===== config.mk =====
export PLATFORM = sky130hd
export DESIGN_NAME = pc_gen
export DESIGN_NICKNAME = d
export VERILOG_FILES = /design/src/rtl/pc_gen.sv
export SDC_FILE = /design/constraint.sdc
export NUM_CORES = 1
export LEC_CHECK = 0
export ABC_AREA = 1
export ABC_CLOCK_PERIOD_IN_PS = 1600
export CAP_MARGIN = 25
export CORE_MARGIN = 2
export CORE_UTILIZATION = 24
export CTS_CLUSTER_DIAMETER = 50
export DETAILED_ROUTE_END_ITERATION = 10
export PLACE_DENSITY = 0.48
export SYNTH_ARGS = -nofsm -noshare
export SYNTH_HDL_FRONTEND = slang
export SYNTH_SLANG_ARGS = --single-unit
export TNS_END_PERCENT = 20

===== constraint.sdc =====
create_clock -name clk -period 1.6 [get_ports clk]
set_input_delay 0.16 -clock clk [delete_from_list [all_inputs] [get_ports clk]]
set_output_delay 0.16 -clock clk [all_outputs]
set_load 0.05 [all_outputs]

===== src/rtl/pc_gen.sv =====
// pc_gen: IF1 program counter with prioritised redirects, stall capture
// and an optional return-address stack enabled by the PC_RAS_EN macro.
module pc_gen #(
    parameter int unsigned        XLEN         = 32,
    parameter logic [XLEN-1:0]    RESET_VECTOR = XLEN'(32'hFFFF_F000),
    parameter int unsigned        PC_INC       = 4,
    parameter int unsigned        RAS_DEPTH    = 4
) (
    input  logic            clk,
    input  logic            reset,
    input  logic            en,
    input  logic            trap_valid,
    input  logic [XLEN-1:0] trap_pc,
    input  logic            br_valid,
    input  logic [XLEN-1:0] br_pc,
    input  logic            call_valid,
    input  logic [XLEN-1:0] call_ret_addr,
    input  logic            ret_valid,
    output logic [XLEN-1:0] pc_if1,
    output logic [XLEN-1:0] next_pc_if1,
    output logic            ras_pred
);

    logic [XLEN-1:0] pc_q;
    logic            pend_v_q;
    logic            pend_trap_q;
    logic [XLEN-1:0] pend_tgt_q;

    logic            eff_v;
    logic            eff_trap;
    logic [XLEN-1:0] eff_tgt;

    logic            ras_hit;
    logic [XLEN-1:0] ras_top;

    logic [XLEN-1:0] trap_a;
    logic [XLEN-1:0] br_a;
    logic [XLEN-1:0] call_a;

    assign trap_a = {trap_pc[XLEN-1:2], 2'b00};
    assign br_a   = {br_pc[XLEN-1:2], 2'b00};
    assign call_a = {call_ret_addr[XLEN-1:2], 2'b00};

    // Pick the winning redirect: new trap, pending trap, new branch, pending branch
    always_comb begin
        eff_v    = 1'b0;
        eff_trap = 1'b0;
        eff_tgt  = '0;
        if (trap_valid) begin
            eff_v    = 1'b1;
            eff_trap = 1'b1;
            eff_tgt  = trap_a;
        end else if (pend_v_q && pend_trap_q) begin
            eff_v    = 1'b1;
            eff_trap = 1'b1;
            eff_tgt  = pend_tgt_q;
        end else if (br_valid) begin
            eff_v    = 1'b1;
            eff_tgt  = br_a;
        end else if (pend_v_q) begin
            eff_v    = 1'b1;
            eff_tgt  = pend_tgt_q;
        end
    end

`ifdef PC_RAS_EN
    localparam int unsigned PW = (RAS_DEPTH > 1) ? $clog2(RAS_DEPTH) : 1;
    localparam int unsigned CW = $clog2(RAS_DEPTH + 1);

    logic [XLEN-1:0] ras_q [RAS_DEPTH];
    logic [PW-1:0]   top_q;
    logic [PW-1:0]   top_d;
    logic [CW-1:0]   cnt_q;
    logic [CW-1:0]   cnt_d;
    logic            ras_we;
    logic [PW-1:0]   ras_wa;
    logic            ras_upd;
    logic            nonempty;

    assign ras_upd  = en & ~eff_v;
    assign nonempty = (cnt_q != '0);
    assign ras_hit  = ras_upd & ret_valid & nonempty;
    assign ras_top  = ras_q[top_q];

    // Next RAS pointer/count and write slot for push, pop or push+pop
    always_comb begin
        top_d  = top_q;
        cnt_d  = cnt_q;
        ras_we = 1'b0;
        ras_wa = top_q;
        if (en && eff_v && eff_trap) begin
            cnt_d = '0;
        end else if (ras_upd) begin
            if (call_valid && ret_valid) begin
                ras_we = 1'b1;
                if (!nonempty) begin
                    cnt_d = CW'(1);
                end
            end else if (call_valid) begin
                top_d  = top_q + PW'(1);
                ras_wa = top_q + PW'(1);
                ras_we = 1'b1;
                if (cnt_q != CW'(RAS_DEPTH)) begin
                    cnt_d = cnt_q + CW'(1);
                end
            end else if (ret_valid && nonempty) begin
                top_d = top_q - PW'(1);
                cnt_d = cnt_q - CW'(1);
            end
        end
    end

    // RAS pointer and occupancy registers
    always_ff @(posedge clk) begin
        if (reset) begin
            top_q <= '0;
            cnt_q <= '0;
        end else begin
            top_q <= top_d;
            cnt_q <= cnt_d;
        end
    end

    // RAS storage; contents are don't-care until pushed
    always_ff @(posedge clk) begin
        if (ras_we) begin
            ras_q[ras_wa] <= call_a;
        end
    end
`else
    logic unused_ras;
    assign unused_ras = ^{call_valid, ret_valid, call_a};
    assign ras_hit    = 1'b0;
    assign ras_top    = '0;
`endif

    logic unused_lsb;
    assign unused_lsb = ^{trap_pc[1:0], br_pc[1:0], call_ret_addr[1:0]};

    // Next fetch address: hold on stall, else redirect, RAS or sequential
    always_comb begin
        next_pc_if1 = pc_q;
        ras_pred    = 1'b0;
        if (en) begin
            if (eff_v) begin
                next_pc_if1 = eff_tgt;
            end else if (ras_hit) begin
                next_pc_if1 = ras_top;
                ras_pred    = 1'b1;
            end else begin
                next_pc_if1 = pc_q + XLEN'(PC_INC);
            end
        end
    end

    // Fetch PC register
    always_ff @(posedge clk) begin
        if (reset) begin
            pc_q <= RESET_VECTOR;
        end else if (en) begin
            pc_q <= next_pc_if1;
        end
    end

    // Capture redirects during stalls; consumed on the next advance
    always_ff @(posedge clk) begin
        if (reset || en) begin
            pend_v_q    <= 1'b0;
            pend_trap_q <= 1'b0;
            pend_tgt_q  <= '0;
        end else begin
            pend_v_q    <= eff_v;
            pend_trap_q <= eff_trap;
            pend_tgt_q  <= eff_tgt;
        end
    end

    assign pc_if1 = pc_q;

endmodule


After elaboration in Yosys (flattened, before gate mapping)
Cells that the tools add are included.
Storage, ports and cells
  input bits: 103
  output and inout bits: 65
  flip-flop bits (word level): 66
Operators by class
  add/sub/neg operators: 1
  mux-type cells: 12
  reductions and logical operators: 2
Operators by type and width (count)
  $mux 32: 6
  $add 32x3->32 const B: 1
  $mux 1: 6
  $logic_and 1x1->1: 1
  $logic_or 1x1->1: 1

Logic depth before layout (Yosys ltp)
Gate-level depths: netlist of the first run.
  depth after elaboration: 6
  mapped depth: 11
  gate-level depth less buffers: 10

Least setup slack after synthesis of the first run
No wires, ideal clock.
  kind: register -> output
  start: register pc_q[3], in the netlist pc_if1[3]
  end: output port next_pc_if1[24]
  stages on the path, launching flop included: 10
  required time: 1.440 ns
  slack: -0.509 ns
  arrival: 1.949 ns
  path through: dfxtp_1 > ha_1 > inv_1 > nor2_2 > nand2_1 > nor2_1 > nand2_1 > nand2_1 > nand3_1 > nand2_1
On the way
  longest elaborated chain between the ends: 3
RTL lines
  start, declared: RTL line 24  | logic [XLEN-1:0] pc_q;
  start signal, assigned: RTL line 161  | pc_q <= next_pc_if1;
  $add 32x3->32: RTL line 151  | next_pc_if1 = pc_q + XLEN'(PC_INC);
  $mux 32: RTL line 145  | if (eff_v) begin
  $mux 32: RTL line 144  | if (en) begin
  end, declared: RTL line 20  | output logic [XLEN-1:0] next_pc_if1,
No other way between the ends.

Worst setup path in the final report of the first run
  start: register pc_q[3], in the netlist pc_if1[3]
  end: output port next_pc_if1[23]
The elaborated chain is that of the path after synthesis.

==> metrics.txt, run 1 <==
status finished, violations left; failing checks setup timing; first-pass GRT wire length 25.3 mm; hold_sp pend_tgt_q[28]$_SDFF_PP0_; DRC Markers 0; largest net degree at the start of global routing 22; vias per cell around 4.4; global routing's busiest layer met2; worst reg2reg path startpoint pend_trap_q$_SDFF_PP0_; H-tree Lvls 3; number of DRC markers in iteration 0 ~230; Max IR drop VDD 523 µV; ys async rst share 0%; max-slew violations 0; area of placed instances ~6700 µm²; Tot GR Track Use between 15 and 20%; TritonCTS Buffers 9; Mapped Cells ~680; Critical Path Sink Type output port; yosys warns 0; Post-Syn Nets about 800; register area share after synthesis about a third; Initial DRT Pass Iterations 5; crit path launch type flop; Post-DRT Antenna Nets 0; share of layout cells above drive strength 1 36.9%; crit path buf inv count 2; grt ovf 0; # rows 46; final hold viol count 0; post-synth top area cell dfxtp_1; Place WS -0.465 ns; Worst Path Required between 1 and 1.5 ns; clk_lat worst skew around 0.33 ns; fin area 7390 µm²; flops & latches, synth 66; cell family with most CP delay simple AND/OR/NAND/NOR gates; mapped cell area 3930 µm²; DIE AREA about 17,000 µm²; slowest CP cell dfxtp_4; Die X-Extent ~130 µm; Layout Cells excl Fill between 1,000 and 1,500; Setup crit end next_pc_if1[23]; skew final between 0.005 and 0.006 ns; start point of the critical path pc_if1[3]$_SDFFE_PP0P_; period utilization 123%; CTS Root Buffer Type clkbuf_16; min-delay worst type flop to flop; port bufs 128; RSZ-0062 raised after global routing yes; met1 usage about a quarter; vias in the first global route around 5,000; max cap viols 0; worst r2r path cells 11; clk buf depth 2; Mapped Avg Cell Area 5.82 µm²; gpl congestion roughly 0.9; Cell Pwr Density just over 800 nW/µm²; Post-synth top cells 247 x nand2_1, 105 x nor2_1, 69 x a21oi_1, 66 x dfxtp_1, 62 x inv_1; CP peak stage delay 0.36 ns; met3 Usage GRT under 10%; antenna cells 0; final-report setup violation count 32; drt wl/cell about 14 µm; I/O pin count roughly 170; main area contributors after synthesis dfxtp_1 34%, nand2_1 24%, nor2_1 10%; Final Power about 6 mW; EDFF count, synth 0; Initial Util between 20% and 30%; crit-path cells buf_6, nand2_4, nor2_4, nand2_2, nor2_4, nand2_1, nand2_1, nand3_2, nand2_4, buf_12; Yosys top cell area share between 30% and 40%; clk slew on worst S/H paths 0.05 ns; DIE HEIGHT ~130 µm; PnR worst setup slack -0.371 ns; antenna violations before repair 0; Core ar. between 15,000 and 20,000 µm²; Final HPWL DP around 12 mm; clk sinks between 60 and 70; Inst Count DP 1,112; maximum clock frequency 0.507 GHz; cts hold-fix bufs 0; top_reg_cell synth dfxtp_1; count leader, synth nand2_1; Reg2Reg Setup Slack 0 ns; CTS tree yes; Pleak about 3.5 nW; M2 GR Usage a little under a third; Setup CP Type flop to output port; Min Hold Slack between 0.4 and 0.5 ns; crit-path max FO 5; vias roughly 5,000; Area Overhead vs Synth 87.8%; Worst Path Arrival around 1.8 ns; min Tclk post-route between 1.5 and 2 ns; Synth cell types 26; reg2reg end pc_if1[22]$_SDFFE_PP1P_; critical path depth 10; Total Nets Final between 1,000 and 1,500; final WL 15.7 mm
worst min-delay path by stage:
stage | endpoint | slack (ns) | cells past startpoint
floorplan | pc_if1[3]$_SDFFE_PP0P_ | 0.22 | 1
global placement | pend_tgt_q[27]$_SDFF_PP0_ | 0.46 | 2
detailed placement | pend_tgt_q[28]$_SDFF_PP0_ | 0.46 | 2
CTS | pend_tgt_q[28]$_SDFF_PP0_ | 0.47 | 2
global route | pend_tgt_q[30]$_SDFF_PP0_ | 0.49 | 2
finish | pend_tgt_q[28]$_SDFF_PP0_ | 0.47 | 2
final cells by class:
class / instances / area [µm²]
fillers: 1595 / 8550
clock buffers: 12 / 236
clock inverters: 4 / 42.5
repair buffers: 252 / 2580
multi-input cells: 519 / 2630
flip-flops and latches: 66 / 1390
inverters: 65 / 244
well taps: 216 / 270
cell usage in the layout, fill, tap and decap left out, types with 6 or more instances in the layout:
| cell | n |
|---|---|
| nand2_1 | 197 |
| buf_4 | 139 |
| nor2_1 | 91 |
| clkdlybuf4s50_1 | 62 |
| inv_1 | 59 |
| nand3_1 | 52 |
| a21oi_1 | 51 |
| nand2_2 | 39 |
| buf_12 | 39 |
| dfxtp_1 | 36 |
| dfxtp_2 | 19 |
| a21oi_2 | 18 |
| nor2_4 | 12 |
| nand2_4 | 12 |
| dfxtp_4 | 11 |
| nor2_2 | 10 |
| clkbuf_16 | 9 |
| buf_6 | 9 |
| nand3_2 | 7 |
| inv_2 | 6 |
| o21ai_0 | 6 |
worst min-delay path, delay by kind of cell (launching register included):
kind	cells	cell delay [ns]
flip-flops	1	0.30
AO/OA/AOI/OAI	1	0.05
AND/OR/NAND/NOR	1	0.07
per-stage QoR:
step / util, % / setup TNS (ns)
floorplan: - / -0.0323
global placement: 42.0 / -19.60
detailed placement: 42.0 / -22.85
CTS: 45.4 / -9.82
global route: 46.4 / -13.06
finish: 46.4 / -9.48
report_power, final:
part / internal (mW) / total [mW] / switching, mW
Clock: 1.19 / 1.90 / 0.702
Combinational: 1.01 / 2.28 / 1.27
Sequential: 1.74 / 1.83 / 0.0820
Total: 3.95 / 6.00 / 2.05
repair_timing:
action | in CTS | in global routing
buffers inserted | 4 | 1
setup endpoints to repair | 35 | 35
resized for setup | 73 | 45
pin swaps | 20 | 14
cloned | 1 | 0
flip-flops by register name, indices dropped and copies added, names as in the netlist:
register	count
pc_if1	32
pend_tgt_q	32
pend_trap_q	1
pend_v_q	1
cells by family after synthesis:
kind of cell               synth area share [%]
DFF                                        33.6
adders and majority gates                 0.318
xor gates and xnor gates                   1.11
other                                    0.0953
buffers and inverters                      9.61
AOI/OAI and AO/OA                          10.4
and+or+nand+nor                            44.9
per-layer routing:
metal | part of all wire [%] | routed length, µm
met1 | 47 | 7370
met2 | 46 | 7290
met3 | 5.4 | 843
met4 | 1.1 | 175
met5 | 0 | 0
No activity file was read; power rests on OpenSTA's default activity.
==> run 2: changes to the inputs <==
- CAP_MARGIN: 25 -> 5
==> results of run 2 <==
The final DEF is identical to that of run 1; final timing and power are the same.
==> run 3: changes to the inputs <==
- CAP_MARGIN: 5 -> unset
==> results of run 3 <==
The final DEF is identical to that of run 1; final timing and power are the same.
